`src/rtl/conv_8_to_16_32.sv`:
```
// conv_8_to_16_32
//   Byte-to-word reassembler. Collects an SOF-framed byte stream (MSB first)
//   into SIZE-bit words and presents them on a valid/ready output register.
//   Reports framing errors (ALIGN_ERR pulse) and dropped words (OVERFLOW, sticky).
// Ports:
//   PCLK      - clock, rising edge
//   RESET     - synchronous active-high reset
//   DATA_IN   - input byte
//   VALID_IN  - DATA_IN/SOF_IN valid this cycle (always accepted)
//   SOF_IN    - DATA_IN is the first byte (MSB) of a word
//   READY_IN  - downstream accepts DATA_OUT when VALID_OUT && READY_IN
//   DATA_OUT  - assembled word (registered)
//   VALID_OUT - DATA_OUT holds an unconsumed word
//   ALIGN_ERR - one-cycle pulse: SOF arrived mid-word
//   OVERFLOW  - sticky: a completed word was dropped because the output was full
module conv_8_to_16_32 #(
  parameter int SIZE   = 16,
  parameter int NBYTES = SIZE / 8
) (
  input  logic            PCLK,
  input  logic            RESET,
  input  logic [7:0]      DATA_IN,
  input  logic            VALID_IN,
  input  logic            SOF_IN,
  input  logic            READY_IN,
  output logic [SIZE-1:0] DATA_OUT,
  output logic            VALID_OUT,
  output logic            ALIGN_ERR,
  output logic            OVERFLOW
);

  typedef enum logic {
    ST_HUNT    = 1'b0,
    ST_COLLECT = 1'b1
  } state_t;

  // Count value before the shift that means "this byte completes the word".
  localparam logic [1:0] LAST_CNT = 2'(NBYTES - 1);

  state_t          state_r;
  state_t          state_nxt_s;
  logic [1:0]      cnt_r;
  logic [1:0]      cnt_nxt_s;
  // Only the bytes preceding the final one need storage; the final byte is
  // concatenated straight from DATA_IN when the word completes.
  logic [SIZE-9:0] shift_r;
  logic [SIZE-9:0] shift_nxt_s;
  logic            word_done_s;
  logic            align_s;
  logic [SIZE-1:0] pend_r;
  logic            pend_vld_r;
  logic [SIZE-1:0] data_out_r;
  logic            valid_out_r;
  logic            align_err_r;
  logic            overflow_r;

  // FSM state register.
  always_ff @(posedge PCLK) begin
    if (RESET) begin
      state_r <= ST_HUNT;
    end else begin
      state_r <= state_nxt_s;
    end
  end

  // FSM next-state logic.
  always_comb begin
    state_nxt_s = state_r;
    case (state_r)
      ST_HUNT: begin
        if (VALID_IN && SOF_IN) begin
          state_nxt_s = ST_COLLECT;
        end else begin
          state_nxt_s = ST_HUNT;
        end
      end
      ST_COLLECT: begin
        if (VALID_IN && !SOF_IN && (cnt_r == LAST_CNT)) begin
          state_nxt_s = ST_HUNT;
        end else begin
          state_nxt_s = ST_COLLECT;
        end
      end
      default: state_nxt_s = ST_HUNT;
    endcase
  end

  // FSM output logic: byte count, shift register, word completion and framing error.
  always_comb begin
    cnt_nxt_s   = cnt_r;
    shift_nxt_s = shift_r;
    word_done_s = 1'b0;
    align_s     = 1'b0;
    case (state_r)
      ST_HUNT: begin
        if (VALID_IN && SOF_IN) begin
          cnt_nxt_s   = 2'd1;
          shift_nxt_s = (SIZE-8)'(DATA_IN);
        end else begin
          cnt_nxt_s   = cnt_r;
          shift_nxt_s = shift_r;
        end
      end
      ST_COLLECT: begin
        if (VALID_IN && SOF_IN) begin
          // Restart on the new SOF byte; the partial word is abandoned.
          align_s     = 1'b1;
          cnt_nxt_s   = 2'd1;
          shift_nxt_s = (SIZE-8)'(DATA_IN);
        end else if (VALID_IN) begin
          if (cnt_r == LAST_CNT) begin
            word_done_s = 1'b1;
            cnt_nxt_s   = 2'd0;
          end else begin
            cnt_nxt_s   = cnt_r + 2'd1;
            shift_nxt_s = (SIZE-8)'({shift_r, DATA_IN});
          end
        end else begin
          cnt_nxt_s   = cnt_r;
          shift_nxt_s = shift_r;
        end
      end
      default: begin
        cnt_nxt_s   = 2'd0;
        shift_nxt_s = '0;
      end
    endcase
  end

  // Datapath registers: byte count, shift register, completed-word stage, error pulse.
  always_ff @(posedge PCLK) begin
    if (RESET) begin
      cnt_r       <= 2'd0;
      shift_r     <= '0;
      pend_r      <= '0;
      pend_vld_r  <= 1'b0;
      align_err_r <= 1'b0;
    end else begin
      cnt_r       <= cnt_nxt_s;
      shift_r     <= shift_nxt_s;
      align_err_r <= align_s;
      pend_vld_r  <= word_done_s;
      if (word_done_s) begin
        pend_r <= {shift_r, DATA_IN};
      end else begin
        pend_r <= pend_r;
      end
    end
  end

  // Output register with valid/ready handshake; a word arriving while the
  // register is full and not being consumed is dropped and flagged.
  always_ff @(posedge PCLK) begin
    if (RESET) begin
      data_out_r  <= '0;
      valid_out_r <= 1'b0;
      overflow_r  <= 1'b0;
    end else begin
      if (pend_vld_r) begin
        if (!valid_out_r || READY_IN) begin
          data_out_r  <= pend_r;
          valid_out_r <= 1'b1;
        end else begin
          overflow_r  <= 1'b1;
        end
      end else if (valid_out_r && READY_IN) begin
        valid_out_r <= 1'b0;
      end else begin
        valid_out_r <= valid_out_r;
      end
    end
  end

  assign DATA_OUT  = data_out_r;
  assign VALID_OUT = valid_out_r;
  assign ALIGN_ERR = align_err_r;
  assign OVERFLOW  = overflow_r;

endmodule

```
`config.mk`:
```
export PLATFORM = sky130hd
export DESIGN_NAME = conv_8_to_16_32
export DESIGN_NICKNAME = d
export VERILOG_FILES = /design/src/rtl/conv_8_to_16_32.sv
export SDC_FILE = /design/constraint.sdc
export NUM_CORES = 1
export LEC_CHECK = 0
export CORE_MARGIN = 10
export CORE_UTILIZATION = 25
export DETAILED_ROUTE_END_ITERATION = 6
export PLACE_DENSITY = 0.55
export SETUP_SLACK_MARGIN = 0.1
export SYNTH_ARGS = -nofsm -noshare
export SYNTH_HDL_FRONTEND = slang
export SYNTH_SLANG_ARGS = --single-unit
```
`constraint.sdc`:
```
create_clock -name PCLK -period 1.6 [get_ports PCLK]
set_input_delay 0.32 -clock PCLK [delete_from_list [all_inputs] [get_ports PCLK]]
set_output_delay 0.32 -clock PCLK [all_outputs]
set_load 0.1 [all_outputs]
```
# Word-level counts from Yosys, hierarchy flattened
# Cells that the tools add are included.
# op_classes
n_mux	20
bitwise	2
addsub	1
reduce_logical	14
eq_ne	5
# ops
op	count
$mux 8	4
$pmux 8 s2	1
$mux 1	9
$mux 2	4
$reduce_and 2->1	4
$logic_and 1x1->1	4
$pmux 2 s2	1
$ne 3x2->1 const B	1
$ne 3x3->1 const B	1
$reduce_and 3->1	1
$add 2x1->2 const B	1
$eq 2x1->1 const B	1
$logic_not 1->1	2
$ne 2x1->1 const B	1
$ne 2x2->1 const B	1
$not 1->1	2
$pmux 1 s2	1
$reduce_bool 2->1	1
$reduce_or 2->1	1
$logic_or 1x1->1	1
# word_totals
input_bits	13
regBits	47
elab_cells	51
out_inout_bits	19

# Logic depth before layout (Yosys ltp)
# depth
ltp_word	5
mapped_depth	5

# Worst setup path before layout
# OpenSTA, ideal clock, no wires.
# synth_timing
path_kind	register to register
start	reg valid_out_r (netlist: VALID_OUT)
end	reg data_out_r[10] (netlist: DATA_OUT[10])
setup_ns	0.071
synth_period_minus_slack_ns	1.907
required_time_ns	1.529
stages_incl_launch_ff	5
n_path_buf	1
t_arrival_ns	1.836
slack_ns	-0.307
cell_sequence	dfxtp_1 > nor2b_1 > clkbuf_1 > o21ai_0 > a21oi_1
# synth_between
elab_chain_cells	3
# synth_lines
element	line_no	text
start: declaration	53	logic valid_out_r;
start signal: assignment	169	valid_out_r <= valid_out_r;
$logic_not 1->1	160	if (!valid_out_r || READY_IN) begin
$logic_or 1x1->1	160	
$reduce_and 2->1 (no source line)	n/a	
end signal: assignment	161	data_out_r <= pend_r;
end: declaration	52	logic [SIZE-1:0] data_out_r;
# No other way between the ends.
# A chain may end at the register's enable or synchronous reset.

# Final worst setup path
# layout_timing
start	in SOF_IN
end	reg pend_r[14]
# layout_between
elab_chain_cells	3
# layout_lines
element	line_no	text
start: declaration	24	input logic SOF_IN,
$logic_and 1x1->1	105	if (VALID_IN && SOF_IN) begin
$mux 1	105	
$mux 1	94	case (state_r)
end signal: assignment	144	pend_r <= {shift_r, DATA_IN};
end signal: assignment	146	pend_r <= pend_r;
end: declaration	50	logic [SIZE-1:0] pend_r;
# No other way between the ends.

==> metrics.log <==
INFO  metric detail_route.wirelength = ~4200 microns
INFO  metric globalRouteTotalUtil = 8.37%
INFO  metric floorplan.initialDensity = 25.5%
INFO  metric run_status = finished, final reports clean
INFO  metric die_h = between 100 and 150 microns
INFO  metric power_report.internal_total = between 0.0015 and 0.002 W
INFO  metric vias = approximately 1,300
INFO  metric clock-sinks = between 40 and 50
INFO  metric finalSetupViolCount = 0
INFO  metric clock_latency_reported_for_the_late_side_of_the_worst_skew_pair = 0.30 ns
INFO  metric post-route-worst-setup-slack = about 0.21 ns
INFO  metric worst_hold_path_type = reg -> reg
INFO  metric place_hpwl = between 2000 and 3000 microns
INFO  metric vdd_ir_drop_max = between 0.0003 and 0.0004 V
INFO  metric antenna_cells_inserted = 0
INFO  metric synth_seq_cells = between 40 and 50
INFO  metric timing.clock.skew = roughly 0.0085 ns
INFO  metric clock_path_buffers = 2
INFO  metric final_cell_count_no_fill = between 200 and 300
INFO  metric floorplan.core_area = between 0.006 and 0.007 sq mm
INFO  metric clkPwrFrac = roughly 37%
INFO  metric critical_path_peak_fanout = 17
INFO  metric global_route.peak_usage_layer = met2
INFO  metric first_pass_grt_wire_length = 6860 microns
INFO  metric critPathCaptureType = flip-flop
INFO  metric drt_iter0_drc = a little over 80
INFO  metric power.net_switching = ~0.00047 W
INFO  metric mappedNetlistArea = between 0.0015 and 0.002 sq mm
INFO  metric synth_cell_type_count = 25
INFO  metric drt-wirelength-per-cell = around 14 microns
INFO  metric gr-usage-met2 = 12.8%
INFO  metric gp_routability_congestion = 0.701
INFO  metric p_sw_share = 22.0%
INFO  metric cts-buffers-inserted = 5
INFO  metric footprint_of_the_multi_input_gates = about 700 sq um
INFO  metric area_delta_synth_final = 45.2%
INFO  metric fin_worst_hold_slack = 0.451 ns
INFO  metric sequentialPowerShare = a little under three fifths
INFO  metric grt_max_degree = 29
INFO  metric dieWidth = 103 microns
INFO  metric worst_slew_pin_tran = between 0.3 and 0.4 ns
INFO  metric max_clock_freq = a little over 700 MHz
INFO  metric fin_setup_tns = 0 ns
INFO  metric crit_arrival = around 1.6 ns
INFO  metric post_drt_via_cell_ratio = between 4 and 5
INFO  metric placement.setup.worst_slack = -0.412 ns
INFO  metric finalCriticalPeriod = 1.39 ns
INFO  metric layout_worst_path_cycle_share = roughly 87%
INFO  metric area.sequential = 945 sq um
INFO  metric syn_nets = 183
INFO  metric io_port_bufs = 31
INFO  metric post_cts_buffers = 0
INFO  metric ctsRootBufferMaster = sky130_fd_sc_hd__clkbuf_8
INFO  metric final_max_slew_viol_count = 0
INFO  metric place_inst = 280
INFO  metric cts_tree = built
INFO  metric grt_overflow = 0
INFO  metric ios = 32
INFO  metric ys_seq_area_share = 54.5%
INFO  metric share_of_cells_above_drive_strength_1 = about 22%
INFO  metric grt_pass1_vias = ~1,300
INFO  metric drcViolationCount = 0
INFO  metric groute.layer.met1.usage = roughly a tenth
INFO  metric type_of_origin_of_the_critical_path = input port
INFO  metric floorplan.die_area = 0.0106 sq mm
INFO  metric tightest_slew_margin_relative_to_the_limit = between 70% and 80%
INFO  metric antenna_violations_before_repair = 0
INFO  metric worst-endpoint-required = about 1.8 ns
INFO  metric floorplan.rows = 30
INFO  metric ys.warnings.count = 0
INFO  metric power_density = around 850 mW/mm^2
INFO  metric route.antenna.remaining_nets = 0
INFO  metric cellLeakagePower = 0.910 nW
INFO  metric drv_cap = 0
INFO  metric setup.worst_path.class = in -> reg
INFO  metric grtUsageMet3 = under 10%
INFO  metric finalHoldViolCount = 0
INFO  metric drt-pass1-iter-count = 4
INFO  metric n_fill_cell = between 600 and 700
INFO  metric comb_power_share = 7.3%
INFO  metric nNetsFinal = between 200 and 250
INFO  metric worst_setup_hold_path_clk_slew = 0.09 ns
INFO  metric grt_setup_unrepaired = false
INFO  metric cts_htree_levels = 2
INFO  metric syn-mean-instance-area = ~10 sq um
INFO  metric postSynthCellCount = 170
==> cell type report <==
| type | instances | area share [%] |
|---|---|---|
| multi-input cells | 109 | 28.6 |
| inverters | 1 | 0.150 |
| flip-flops and latches | 47 | 37.7 |
| repair buffers | 43 | 25.6 |
| well taps | 80 | 3.99 |
| clock buffers | 8 | 3.99 |
==> Yosys cell counts <==
cell | count | share of area, %
sky130_fd_sc_hd__nand2b_1 | 18 | 6.5
sky130_fd_sc_hd__dfxtp_1 | 47 | 55
sky130_fd_sc_hd__o21ai_2 | 1 | 0.51
sky130_fd_sc_hd__clkbuf_1 | 8 | 1.7
sky130_fd_sc_hd__a22o_1 | 16 | 8.1
sky130_fd_sc_hd__a21o_1 | 1 | 0.44
sky130_fd_sc_hd__buf_2 | 3 | 0.87
sky130_fd_sc_hd__o21ai_1 | 1 | 0.29
sky130_fd_sc_hd__mux2i_1 | 8 | 4.6
sky130_fd_sc_hd__a211oi_1 | 1 | 0.44
sky130_fd_sc_hd__nor2b_1 | 2 | 0.73
sky130_fd_sc_hd__nor3b_2 | 1 | 0.73
sky130_fd_sc_hd__a21oi_4 | 1 | 0.94
sky130_fd_sc_hd__and3b_1 | 1 | 0.51
sky130_fd_sc_hd__o21ai_0 | 15 | 4.4
sky130_fd_sc_hd__and2b_1 | 1 | 0.44
sky130_fd_sc_hd__inv_2 | 1 | 0.22
sky130_fd_sc_hd__nand2_1 | 2 | 0.44
sky130_fd_sc_hd__a21oi_1 | 20 | 5.8
sky130_fd_sc_hd__o21a_1 | 1 | 0.44
sky130_fd_sc_hd__and3b_4 | 1 | 0.73
sky130_fd_sc_hd__nand3_1 | 16 | 4.6
sky130_fd_sc_hd__buf_6 | 1 | 0.65
sky130_fd_sc_hd__nor2_1 | 2 | 0.44
sky130_fd_sc_hd__buf_8 | 1 | 0.87
==> path summary, 6_finish.rpt <==
kind,slack (ns),endpoint,start,depth (start not counted)
worst min-delay path,0.45,cnt_r[1]$_SDFFE_PP0P_,cnt_r[1]$_SDFFE_PP0P_,2
worst max register to register,0.33,pend_r[14]$_SDFFE_PP0P_,cnt_r[0]$_SDFFE_PP0P_,4
worst max-delay path,0.21,pend_r[14]$_SDFFE_PP0P_,SOF_IN,5
worst min register to register,0.45,cnt_r[1]$_SDFFE_PP0P_,cnt_r[1]$_SDFFE_PP0P_,2
==> placed cells by master (no fill, tap or decap), drive strengths merged <==
master,instances
nor2b,2
a21o,1
nor2,2
clkdlybuf4s50,12
o21ai,17
dfxtp,47
a211oi,1
inv,1
o21a,1
nand2,2
a21oi,21
nor3b,1
mux2i,8
and2b,1
nand3,16
and3b,2
clkbuf,8
a22o,16
nand2b,18
buf,31
==> power groups by stage <==
stage	sequential [W]	combinational [W]	clock (W)
after floorplan	0.00123	0.0000714	0
after global placement	0.00123	0.000156	0
after detailed placement	0.00123	0.000157	0
after CTS	0.00120	0.000157	0.000797
after global routing	0.00120	0.000168	0.000845
final	0.00120	0.000156	0.000779
==> flip-flops by register name, summed over array words and instances, names as in the netlist <==
signal,flops
ALIGN_ERR,1
DATA_OUT,16
OVERFLOW,1
VALID_OUT,1
cnt_r,2
pend_r,16
pend_vld_r,1
shift_r,8
state_r,1
==> metrics by stage <==
stage	utilization [%]	power (W)	cell area, sq um
2_1_floorplan	-	0.00130	1730
3_3_place_gp	35.5	0.00138	2400
3_5_place_dp	35.5	0.00138	2400
4_1_cts	37.0	0.00215	2500
5_1_grt	37.1	0.00222	2510
6_report	37.1	0.00214	2510
==> worst max-delay path: stages <==
cell	delay, ns
sky130_fd_sc_hd__clkdlybuf4s50_1	0.47
sky130_fd_sc_hd__and3b_4	0.20
sky130_fd_sc_hd__and3b_1	0.20
sky130_fd_sc_hd__buf_12	0.16
sky130_fd_sc_hd__a22o_1	0.22
==> per-layer routing <==
metal,up-vias,wire [microns]
li1,680,-
met1,599,1940
met2,36,1910
met3,5,258
met4,0,57
met5,-,0
==> cells by family after synthesis <==
logic type      share of synthesized area (%)
buf+inv                                  4.35
mux                                      4.64
compound gates                           21.3
simple gates                             15.2
flops                                    54.5
==> repair_timing <==
item,CTS,global route
hold buffers,0,0
setup endpoints to repair,17,2
pin swaps,0,0
endpoints found under the hold margin,0,0
cloned,0,0
gates resized for setup,1,1
No activity file was read; power rests on OpenSTA's default activity.
